===== config.mk =====
export PLATFORM = sky130hd
export DESIGN_NAME = mac_tx_scheduler
export DESIGN_NICKNAME = d
export VERILOG_FILES = /design/src/rtl/mac_tx_pkg.sv /design/src/rtl/mac_tx_prio_sel.sv /design/src/rtl/mac_tx_scheduler.sv
export SDC_FILE = /design/constraint.sdc
export NUM_CORES = 1
export LEC_CHECK = 0
export CAP_MARGIN = 20
export CORE_MARGIN = 10
export CORE_UTILIZATION = 40
export CTS_BUF_LIST = sky130_fd_sc_hd__clkbuf_2
export DETAILED_ROUTE_END_ITERATION = 6
export PLACE_DENSITY_LB_ADDON = 0.05
export SLEW_MARGIN = 15
export SYNTH_ARGS = -nofsm -noshare
export SYNTH_HDL_FRONTEND = slang
export SYNTH_SLANG_ARGS = --single-unit

===== constraint.sdc =====
create_clock -name clk -period 1.6 [get_ports clk]
set_input_delay 0.32 -clock clk [delete_from_list [all_inputs] [get_ports clk]]
set_output_delay 0.32 -clock clk [all_outputs]
set_load 0.005 [all_outputs]

===== src/rtl/mac_tx_pkg.sv =====
// mac_tx_pkg: state and source encodings shared by the TX scheduler and its selector
package mac_tx_pkg;
   typedef enum logic [1:0] {ST_IDLE, ST_GRANT, ST_WAIT_END, ST_GAP} state_t;
   localparam int SRC_ARP_REPLY   = 0;
   localparam int SRC_ARP_REQUEST = 1;
   localparam int SRC_ICMP        = 2;
   localparam int SRC_UDP         = 3;
endpackage


===== src/rtl/mac_tx_prio_sel.sv =====
// mac_tx_prio_sel: one-hot fixed-priority pick with UDP boost override
module mac_tx_prio_sel
   import mac_tx_pkg::*;
(
   input  logic [3:0] pending_i,
   input  logic       boost_i,
   output logic [3:0] select_o
);
   localparam logic [3:0] ONE = 4'd1;
   always_comb
      select_o = (boost_i && pending_i[SRC_UDP]) ? ONE << SRC_UDP :
                 pending_i[SRC_ARP_REPLY]        ? ONE << SRC_ARP_REPLY :
                 pending_i[SRC_ICMP]             ? ONE << SRC_ICMP :
                 pending_i[SRC_ARP_REQUEST]      ? ONE << SRC_ARP_REQUEST :
                 pending_i[SRC_UDP]              ? ONE << SRC_UDP : 4'd0;
endmodule


===== src/rtl/mac_tx_scheduler.sv =====
// mac_tx_scheduler: serialises ARP/ICMP/UDP frame requests onto one MAC TX path with gap and watchdog
module mac_tx_scheduler
   import mac_tx_pkg::*;
#(
   parameter int          IFG_CYCLES     = 12,
   parameter logic [15:0] TIMEOUT_CYCLES = 16'd4000,
   parameter int          MAX_DEFER      = 3
) (
   input  logic       clk,
   input  logic       rst,
   input  logic       arp_reply_in,
   input  logic       arp_request_in,
   input  logic       icmp_req_in,
   input  logic       udp_req_in,
   input  logic       mac_send_end,
   output logic       arp_reply_req,
   output logic       arp_request_req,
   output logic       icmp_tx_req,
   output logic       udp_tx_req,
   output logic [3:0] pending,
   output logic       busy,
   output logic       timeout_err
);
   localparam int            DW        = ($clog2(MAX_DEFER + 1) < 2) ? 2 : $clog2(MAX_DEFER + 1);
   localparam logic [DW-1:0] DEFER_MAX = DW'(MAX_DEFER);
   localparam logic [15:0]   GAP_LAST  = 16'(IFG_CYCLES - 1);
   localparam logic [15:0]   TMO_LAST  = TIMEOUT_CYCLES - 16'd1;
   state_t        state_q, state_d;
   logic [3:0]    pend_q, pend_d, sel_q, sel_d, sel, req, grant;
   logic [15:0]   cnt_q, cnt_d;
   logic [DW-1:0] defer_q, defer_d;
   logic          tmo_q, tmo_d, boost;
   assign boost = defer_q == DEFER_MAX;
   mac_tx_prio_sel u_sel (.pending_i(pend_q), .boost_i(boost), .select_o(sel));
   assign req   = {udp_req_in, icmp_req_in, arp_request_in, arp_reply_in};
   assign grant = (state_q == ST_GRANT) ? sel_q : 4'd0;
   assign {udp_tx_req, icmp_tx_req, arp_request_req, arp_reply_req} = grant;
   assign pending     = pend_q;
   assign busy        = state_q != ST_IDLE;
   assign timeout_err = tmo_q;
   always_comb begin
      state_d = state_q;
      sel_d   = sel_q;
      cnt_d   = cnt_q;
      tmo_d   = 1'b0;
      pend_d  = (pend_q & ~grant) | req;
      defer_d = (!pend_q[SRC_UDP] || grant[SRC_UDP]) ? '0 :
                (|grant && defer_q != DEFER_MAX)     ? defer_q + 1'b1 : defer_q;
      unique case (state_q)
         ST_IDLE:
            if (|pend_q) begin
               state_d = ST_GRANT;
               sel_d   = sel;
            end
         ST_GRANT: state_d = ST_WAIT_END;
         // a completion in the final watchdog cycle still counts as a clean finish
         ST_WAIT_END:
            if (mac_send_end || cnt_q == TMO_LAST) begin
               tmo_d   = !mac_send_end;
               cnt_d   = '0;
               state_d = (IFG_CYCLES == 0) ? ST_IDLE : ST_GAP;
            end else
               cnt_d = cnt_q + 16'd1;
         ST_GAP:
            if (cnt_q == GAP_LAST) begin
               cnt_d   = '0;
               state_d = ST_IDLE;
            end else
               cnt_d = cnt_q + 16'd1;
         default: state_d = ST_IDLE;
      endcase
   end
   always_ff @(posedge clk)
      if (rst) begin
         state_q <= ST_IDLE;
         pend_q  <= '0;
         sel_q   <= '0;
         cnt_q   <= '0;
         defer_q <= '0;
         tmo_q   <= 1'b0;
      end else begin
         state_q <= state_d;
         pend_q  <= pend_d;
         sel_q   <= sel_d;
         cnt_q   <= cnt_d;
         defer_q <= defer_d;
         tmo_q   <= tmo_d;
      end
endmodule


### Yosys cells after proc, flatten, opt, wreduce, memory -nomap -nowiden

Cells that the tools add are included.

* reduce and logical (&&, ||, !) cells: 15
* bitwise operators: 5
* equal/unequal tests: 10
* $add $sub $neg: 2
* muxes and demuxes: 13

Operators with widths (number)
* 2-to-1 mux 16 bit: 2
* one-hot mux 16 bit (2 select lines): 1
* 2-to-1 mux 4 bit: 6
* adder 16 x 1 -> 16 bit (second input constant): 1
* equality test 16 x 12 -> 1 bit (second input constant): 1
* equality test 16 x 4 -> 1 bit (second input constant): 1
* != test 2 bit (second input constant): 4
* one-hot mux 2 bit (4 select lines): 1
* OR reduction 4 bit: 2
* equality test 2 bit (second input constant): 3
* 2-to-1 mux 2 bit: 3
* AND 4 bit: 1
* NOT 4 bit: 1
* bitwise OR 4 bit: 1
* nonzero test 2 bit: 2
* AND reduction 3 bit: 1
* OR reduction 3 bit: 1
* adder 2 x 1 -> 2 bit (second input constant): 1
* equality test 2 x 1 -> 1 bit (second input constant): 1
* logical AND 1 bit: 2
* logical NOT 1 bit: 2
* logical NOT 2 bit: 1
* logical OR 1 bit: 2
* NOT 1 bit: 2
* other kinds (2): 2

* bits in registers: 29
* input bits: 7
* output and inout port bits: 10
* logic and storage cells: 51

### Logic depth before layout (Yosys ltp)

Gate-level depths: netlist of run 1.

* depth in word-level cells: 5
* mapped depth: 7
* mapped depth without buffers: 7

### By module

From an unflattened synthesis of run 1, not the netlist that was laid out.

* cell total of the unflattened synthesis: 161
* area, all modules: 1453.9 um2

Modules (own cells, without submodules)
* mac_tx_scheduler: cells an instance 155, instances 1, area each 1403.8 um2
* mac_tx_prio_sel: cells an instance 6, instances 1, area each 50.0 um2

### Least setup slack after synthesis of run 1

OpenSTA, ideal clock, no wires.

* kind: register to register
* start point: register state_q[0]
* end point: register cnt_q[6]
* path slack: 0.008 ns
* cell stages (with the launch flop): 8
* arrival time: 1.478 ns
* data required time: 1.486 ns
* library setup time: 0.114 ns
* cell sequence: dfxtp_1 > ha_1 > buf_2 > or2_2 > and3_1 > nand4_1 > xor2_1 > nor2_1

* longest elaborated chain between the ends: 2

Ends and longest elaborated chain
* from (decl): RTL line mac_tx_scheduler.sv:28 `state_t state_q, state_d;`
* from (signal assigned): RTL line mac_tx_scheduler.sv:82 `state_q <= state_d;`
* equality test 2 bit: RTL line mac_tx_scheduler.sv:49 `unique case (state_q)`
* one-hot mux 16 bit (2 select lines) / nonzero test 2 bit (equally long branches)
* to (signal assigned): RTL line mac_tx_scheduler.sv:85 `cnt_q <= cnt_d;`
* to (decl): RTL line mac_tx_scheduler.sv:30 `logic [15:0] cnt_q, cnt_d;`

Several ways; a longest one is shown, not always the timed one.
A chain may end at the register's enable or synchronous reset.

### Worst setup path in the final report of run 1

* start point: register cnt_q[0]
* end point: register cnt_q[13]

* longest elaborated chain between the ends: 4

Ends and longest elaborated chain (RTL line)
* branches (longest 3 deep; another with adder 16 x 1 -> 16 bit)
* one-hot mux 16 bit (2 select lines) (*): mac_tx_scheduler.sv:49

Every way passes the cells marked *.

==> reports/metrics.yaml, run 1 <==
outcome:
  run_status: "complete, but fails checks"
  failed_checks: "negative setup slack"
power:
  sw_frac_of_total_pct: 32.6
  static-leakage-power_nw: 0.920
  clkPwrFrac_pct: 25.7
  intPower_mw: 1.45
  power_frac_comb_pct: 34.4
  vdd.ir_drop.worst_v: 0.000563
  seqPwrFrac_pct: 39.8
  powerDensity_mw_per_mm2: 989
  switching_power_uw: 702
clock_tree:
  clock_tree.htree_level_count: 2
  tritoncts.num_buffers: 5
  clock_sink_count: 29
  path_clk_slew_ps: 170
  tritoncts: "yes"
  cts-root-buf: "sky130_fd_sc_hd__clkbuf_2"
  insertion_delay_ps: 370
  clock_tree.buffer_depth: 2
route:
  first_pass_iters: 4
  met1_length_mm: 1.62
  totalWireLength_mm: 3.73
  initialDrtViolationCount: 107
  met3WireLength_um: 227
  drc: 0
  route.antenna.remaining_nets: 0
  routed-wl-met2_mm: 1.83
  routedWlPerCell_um: 13.7
  routed_via_density: 5.18
  dr_total_vias: 1415
  highest_layer_used_for_signal_routing: "met4"
setup_path:
  cp-startpoint: "cnt_q[0]"
  regToRegEndpoint: "cnt_q[13]"
  launch_instance_of_the_worst_register_to_register_path: "cnt_q[0]"
  worst-endpoint-arrival_ps: 1920
  critPathKind: "flip-flop to flip-flop"
  critPathCaptureType: "flip-flop"
  crit_path_max_fanout: 12
  regToRegSetupSlack_ps: -6
  path_common_cell: "sky130_fd_sc_hd__a21o_1"
  worstRegToRegCells: 7
  critPathSlowestCell: "sky130_fd_sc_hd__dfxtp_4"
  startpoint_type: "flip-flop"
  timing.critical_path.to: "cnt_q[13]"
  timing.critical_path.slowest_cell_delay_ps: 400
  cp_cell_sequence: "ha_4 -> nor4bb_4 -> a41o_1 -> a21o_1 -> a21o_1 -> buf_12 -> nor2_1"
  crit_required_ps: 1910
logic_synthesis:
  ys_seq_elements: 29
  synth.lib_cells_used.distinct: 42
  syn_nets: 184
  synth_async_reset_ratio_pct: 0
  synth-seq-area-share_pct: 39.2
  avgSynthCellArea_um2: 8.71
  dominantRegCellSynth: "sky130_fd_sc_hd__dfxtp_1"
  synth_enable_flop_cells: 0
  synthesis.instances: 170
  synth.yosys.warnings: 0
  synthesis.area_mm2: 0.00148
placed_design:
  gpl.final_weighted_congestion: 0.832
  io_buffer_count: 16
  placed_area_mm2: 0.00190
  placedCellCount: 258
  sum_of_net_half_perimeters_after_detailed_placement_mm: 2.75
  place_ws_ps: -145
flow_run:
  maxCapViolCount: 0
floorplanning:
  total_number_of_placement_rows: 22
  die_y_um: 80.8
  chipWidth_um: 80.8
  io-pin-count: 17
  placeableCoreArea_mm2: 0.00361
  floorplan.initialDensity_pct: 41.0
  die_area_mm2: 0.00653
layout:
  layout_commonest_cell: "sky130_fd_sc_hd__buf_4"
  fillerInstances: 333
  antennaDiodeCount: 0
  finalNonFillerCells: 273
  commonest_cells_after_routing_fill_and_taps_aside: "sky130_fd_sc_hd__buf_4, sky130_fd_sc_hd__nor2_1, sky130_fd_sc_hd__dfxtp_1, sky130_fd_sc_hd__nand2_1, sky130_fd_sc_hd__a21oi_1"
  share_of_cells_above_drive_strength_1_pct: 37.8
  final_area_mm2: 0.00218
  finish.net_count: 238
  area.growth.synth_to_final_pct: 47.0
timing:
  post-route-period-util_pct: 100
  final-setup-viol-count: 2
  worstMarginPinSlew_ps: 353
  setup_ws_ps: -5.67
  grt_setup_unrepaired: "yes"
  fmaxAchievable_mhz: 623
  finClkSkew_ps: 9.28
  final_hold_viol_count: 0
  setup_total_negative_slack_ps: -6.39
  final_max_slew_viol_count: 0
  period_needed_ps: 1610
  slew_headroom_pct: 76.2
min_path:
  holdCritPathClass: "flip-flop to flip-flop"
grt:
  track_usage_pct: 12.0
  global_route_wire_length_before_repair_mm: 6.18
  first_global_vias: 1364
  antenna_found_initial: 0
  gr-total-overflow: 0
  grt_start_max_net_pins: 13
## per-stage QoR
step | power [mW] | utilization [%] | hold WS, ps
CTS | 2.10 | 59.3 | 485
floorplan | 1.14 | - | 396
global route | 2.30 | 60.3 | 489
detailed placement | 1.42 | 52.6 | 451
finish | 2.15 | 60.3 | 479
global placement | 1.41 | 52.6 | 444
## worst max-delay path, delay by kind of cell (launching register included)
| kind | cells | cell delay, ps |
|---|---|---|
| AND/OR/NAND/NOR | 2 | 240 |
| adder cells (fa/ha/maj) | 1 | 170 |
| flip-flops | 1 | 400 |
| AO/OA/AOI/OAI | 3 | 600 |
| buffers and inverters | 1 | 140 |
## area by class of cell
cell class	instances	area, um^2	share of cell area [%]
timing repair buffer	52	423	19.4
inverter	9	36.3	1.67
clock buffer	5	25.0	1.15
tap	48	60.1	2.76
sequential	29	606	27.8
clock inverter	3	46.3	2.13
multi-input combinational	127	980	45.0
## metal layers
layer,global-route usage [%],up-vias
met5,0,-
met4,5.19,0
met3,4.19,6
met2,19.0,37
met1,14.5,664
li1,-,708
## worst min-delay path by stage
stage | from | to | slack (ps) | depth (start not counted)
floorplan | mac_send_end | timeout_err | 400 | 1
global placement | sel_q[2] | sel_q[2] | 440 | 2
detailed placement | sel_q[2] | sel_q[2] | 450 | 2
CTS | sel_q[2] | sel_q[2] | 480 | 2
global route | arp_request_in | pending[1] | 490 | 3
finish | sel_q[0] | sel_q[0] | 480 | 2
## cell usage after synthesis, types with 5 or more instances
master,n,area share [%]
sky130_fd_sc_hd__nand4_1,5,2.1
sky130_fd_sc_hd__xor2_1,7,4.1
sky130_fd_sc_hd__nand3_1,6,2.0
sky130_fd_sc_hd__nor2_1,25,6.3
sky130_fd_sc_hd__ha_1,7,5.9
sky130_fd_sc_hd__a21oi_1,10,3.4
sky130_fd_sc_hd__dfxtp_1,29,39
sky130_fd_sc_hd__nand2_1,15,3.8
sky130_fd_sc_hd__inv_1,9,2.3
sky130_fd_sc_hd__and3_1,6,2.5
sky130_fd_sc_hd__xnor2_1,6,3.6
## flip-flops by register name (all words and copies together) (netlist names)
register     cells
timeout_err      1
sel_q            4
defer_q          2
state_q          2
pending          4
cnt_q           16
## cell families after synthesis
group           count (synthesis)  share of synthesized area (%)
flops                          29                           39.2
mux                             2                           1.35
xor+xnor                       13                           7.69
buf+inv                        14                           4.65
simple gates                   79                           29.6
fa+ha+maj                       7                           5.92
compound gates                 26                           11.6
## power by group through the flow
stage	registers, mW	clock network, mW	logic (mW)
6_report	0.857	0.553	0.741
5_1_grt	0.865	0.605	0.826
2_1_floorplan	0.837	0	0.307
3_5_place_dp	0.845	0	0.580
4_1_cts	0.853	0.568	0.682
3_3_place_gp	0.838	0	0.573
## repair_timing
action,CTS,global route
buffers inserted,4,3
resized for setup,63,12
endpoints found under the setup margin,28,20
hold buffers,0,0
pin swaps,12,5
No activity file was read; power rests on OpenSTA's default activity.
==> inputs of run 2 (changes only) <==
- clock period: 1.6 -> 1.66 ns (I/O delays scaled with it)
==> run 2 against run 1 <==
Net effect: the run now ends clean; register-to-register slack about the same; flip-flop and latch count unchanged; final cell count down 2.2%; non-clock buffer count down 6; worst setup slack better by 6.8 ps; via count down 2.7%; maximum frequency down 3.2%; critical endpoint is now cnt_q[12]; highest routed layer unchanged.
==> reports/metrics.yaml, run 2 (synthesis gave the netlist of run 1 again) <==
outcome:
  run_status: "completed"  # was complete, but fails checks
grt:
  grt_use_met2_pct: 20.2  # was 19.0%
  gr-total-overflow: 0  # unchanged
  antenna_found_initial: 0  # unchanged
  grt_start_max_net_pins: 13  # unchanged
  grt_use_met1_pct: 14.5  # about the same
  grt.met3_usage_pct: 3.53  # was 4.19%
  global_route_wire_length_before_repair_mm: 6.26  # was 6.18 mm
  track_usage_pct: 12.2  # was 12.0%
  globalRoute.busiestLayer: "met2"  # unchanged
  first_global_vias: 1364  # unchanged
placed_design:
  sum_of_net_half_perimeters_after_detailed_placement_mm: 2.73  # was 2.75 mm
  gpl.final_weighted_congestion: 0.765  # was 0.832
  io_buffer_count: 16  # unchanged
setup_path:
  startpoint_type: "flip-flop"  # unchanged
  regToRegEndpoint: "cnt_q[12]"  # was cnt_q[13]
  crit_path_max_fanout: 4  # was 12
  worst-endpoint-arrival_ps: 1940  # was 1920 ps
  regToRegSetupSlack_ps: 1  # was -6 ps
  critPathCaptureType: "flip-flop"  # unchanged
  worstRegToRegCells: 7  # unchanged
  crit_required_ps: 1940  # was 1910 ps
  critPathKind: "flip-flop to flip-flop"  # unchanged
  launch_instance_of_the_worst_register_to_register_path: "state_q[1]"  # was cnt_q[0]
route:
  routed_via_density: 5.16  # was 5.18
  totalWireLength_mm: 3.65  # was 3.73 mm
  first_pass_iters: 4  # unchanged
  dr_total_vias: 1377  # was 1415
  routedWlPerCell_um: 13.7  # about the same
  route.antenna.remaining_nets: 0  # unchanged
  initialDrtViolationCount: 54  # was 107
  drc: 0  # unchanged
power:
  static-leakage-power_nw: 0.913  # was 0.920 nW
  vdd.ir_drop.worst_v: 0.000403  # was 0.000563 V
  powerDensity_mw_per_mm2: 900  # was 989 mW/mm^2
  post-layout-total-power_mw: 1.91  # was 2.15 mW
floorplanning:
  total_number_of_placement_rows: 22  # unchanged
  die_y_um: 80.8  # unchanged
  io-pin-count: 17  # unchanged
  chipWidth_um: 80.8  # unchanged
  placeableCoreArea_mm2: 0.00361  # unchanged
  floorplan.initialDensity_pct: 41.0  # unchanged
  die_area_mm2: 0.00653  # unchanged
clock_tree:
  clock_tree.htree_level_count: 2  # unchanged
  insertion_delay_ps: 380  # was 370 ps
  cts-root-buf: "sky130_fd_sc_hd__clkbuf_2"  # unchanged
  path_clk_slew_ps: 160  # was 170 ps
  tritoncts.num_buffers: 5  # unchanged
  ctsHoldBuffers: 0  # unchanged
  clock_tree.buffer_depth: 2  # unchanged
  clock_sink_count: 29  # unchanged
  tritoncts: "yes"  # unchanged
min_path:
  whs_path_depth: 2  # unchanged
  holdCritPathClass: "flip-flop to flip-flop"  # unchanged
  min-delay-start: "sel_q[1]"  # was sel_q[0]
  worstHoldEndpoint: "sel_q[1]"  # was sel_q[0]
timing:
  final_max_slew_viol_count: 0  # unchanged
  post-route-period-util_pct: 99.9  # was 100%
  period_needed_ps: 1660  # was 1610 ps
  setup_total_negative_slack_ps: 0  # was -6.39 ps
  final-setup-viol-count: 0  # was 2
  final_hold_viol_count: 0  # unchanged
  grt_setup_unrepaired: "yes"  # unchanged
  slew_headroom_pct: 78.3  # was 76.2%
  worstMarginPinSlew_ps: 322  # was 353 ps
  finClkSkew_ps: 16.1  # was 9.28 ps
  fmaxAchievable_mhz: 603  # was 623 MHz
  fin_hold_ws_ps: 500  # was 479 ps
layout:
  share_of_cells_above_drive_strength_1_pct: 37.4  # was 37.8%
  most_flops_register: "cnt_q"  # unchanged
  largest_register_ffs: 16  # unchanged
  layout_commonest_cell: "sky130_fd_sc_hd__buf_4"  # unchanged
  fin_util_pct: 58.8  # was 60.3%
  commonest_cells_after_routing_fill_and_taps_aside: "sky130_fd_sc_hd__buf_4, sky130_fd_sc_hd__nor2_1, sky130_fd_sc_hd__dfxtp_1, sky130_fd_sc_hd__nand2_1, sky130_fd_sc_hd__a21oi_1"  # unchanged
  antennaDiodeCount: 0  # unchanged
  area.growth.synth_to_final_pct: 43.4  # was 47.0%
  finish.net_count: 232  # was 238
flow_run:
  maxCapViolCount: 0  # unchanged
==> run 2: cell count changes in the layout (fill, tap and decap cells not counted), moves of 3 or more <==
cell	previous run	this run
sky130_fd_sc_hd__dfxtp_1	17	20
sky130_fd_sc_hd__inv_1	6	3
sky130_fd_sc_hd__inv_2	2	6
sky130_fd_sc_hd__buf_4	34	28
sky130_fd_sc_hd__buf_2	4	1
==> run 2: per-layer routing <==
layer | up-vias | routed length (um)
met5 | - | 0
li1 | 694 | -
met3 | 6 | 137
met4 | 0 | 51
met1 | 658 | 1700
met2 | 19 | 1760
==> run 2: report_power, final <==
group | switching (mW) | internal (mW) | total [mW]
logic | 0.344 | 0.370 | 0.714
clock network | 0.275 | 0.101 | 0.376
registers | 0.0573 | 0.762 | 0.820
total | 0.676 | 1.23 | 1.91
==> run 2: critical path, stage by stage, from the launching register on <==
cell	delay (ps)
sky130_fd_sc_hd__dfxtp_2	360
sky130_fd_sc_hd__buf_4	140
sky130_fd_sc_hd__ha_1	210
sky130_fd_sc_hd__or2_2	340
sky130_fd_sc_hd__and3_4	220
sky130_fd_sc_hd__nand3_1	90
sky130_fd_sc_hd__xor2_1	180
sky130_fd_sc_hd__nor2_2	40
==> run 2: final cells by class <==
class,instances,area [um^2]
fill,340,1480
tap,48,60.1
clock buffer,5,25.0
clock inverter,3,22.5
sequential,29,599
multi-input combinational,127,985
timing repair buffer,46,397
inverter,9,33.8
==> run 2: stage by stage <==
stage	instances	setup WS [ps]	area, um^2
2_1_floorplan	170	67.8	1480
3_3_place_gp	253	-43.1	1860
3_5_place_dp	253	-90.4	1860
4_1_cts	267	-63.3	2050
5_1_grt	267	-93.1	2120
6_report	267	1.17	2120
==> run 2: worst max-delay path by stage <==
stage                       endpoint  cells after the start  slack, ps  startpoint
after floorplan             cnt_q[6]                      7         70  state_q[0]
after global placement      cnt_q[5]                      7        -40    cnt_q[1]
after CTS                 udp_tx_req                      6        -60  state_q[1]
after detailed placement    cnt_q[7]                      7        -90    cnt_q[1]
after global routing       cnt_q[15]                      7        -90    cnt_q[0]
final                      cnt_q[12]                      7          1  state_q[1]
==> run 2: timing repair <==
action / CTS / global route
setup endpoints to repair: 26 / 22
gates resized for setup: 52 / 22
setup buffers: 6 / 0
pin swaps: 9 / 7
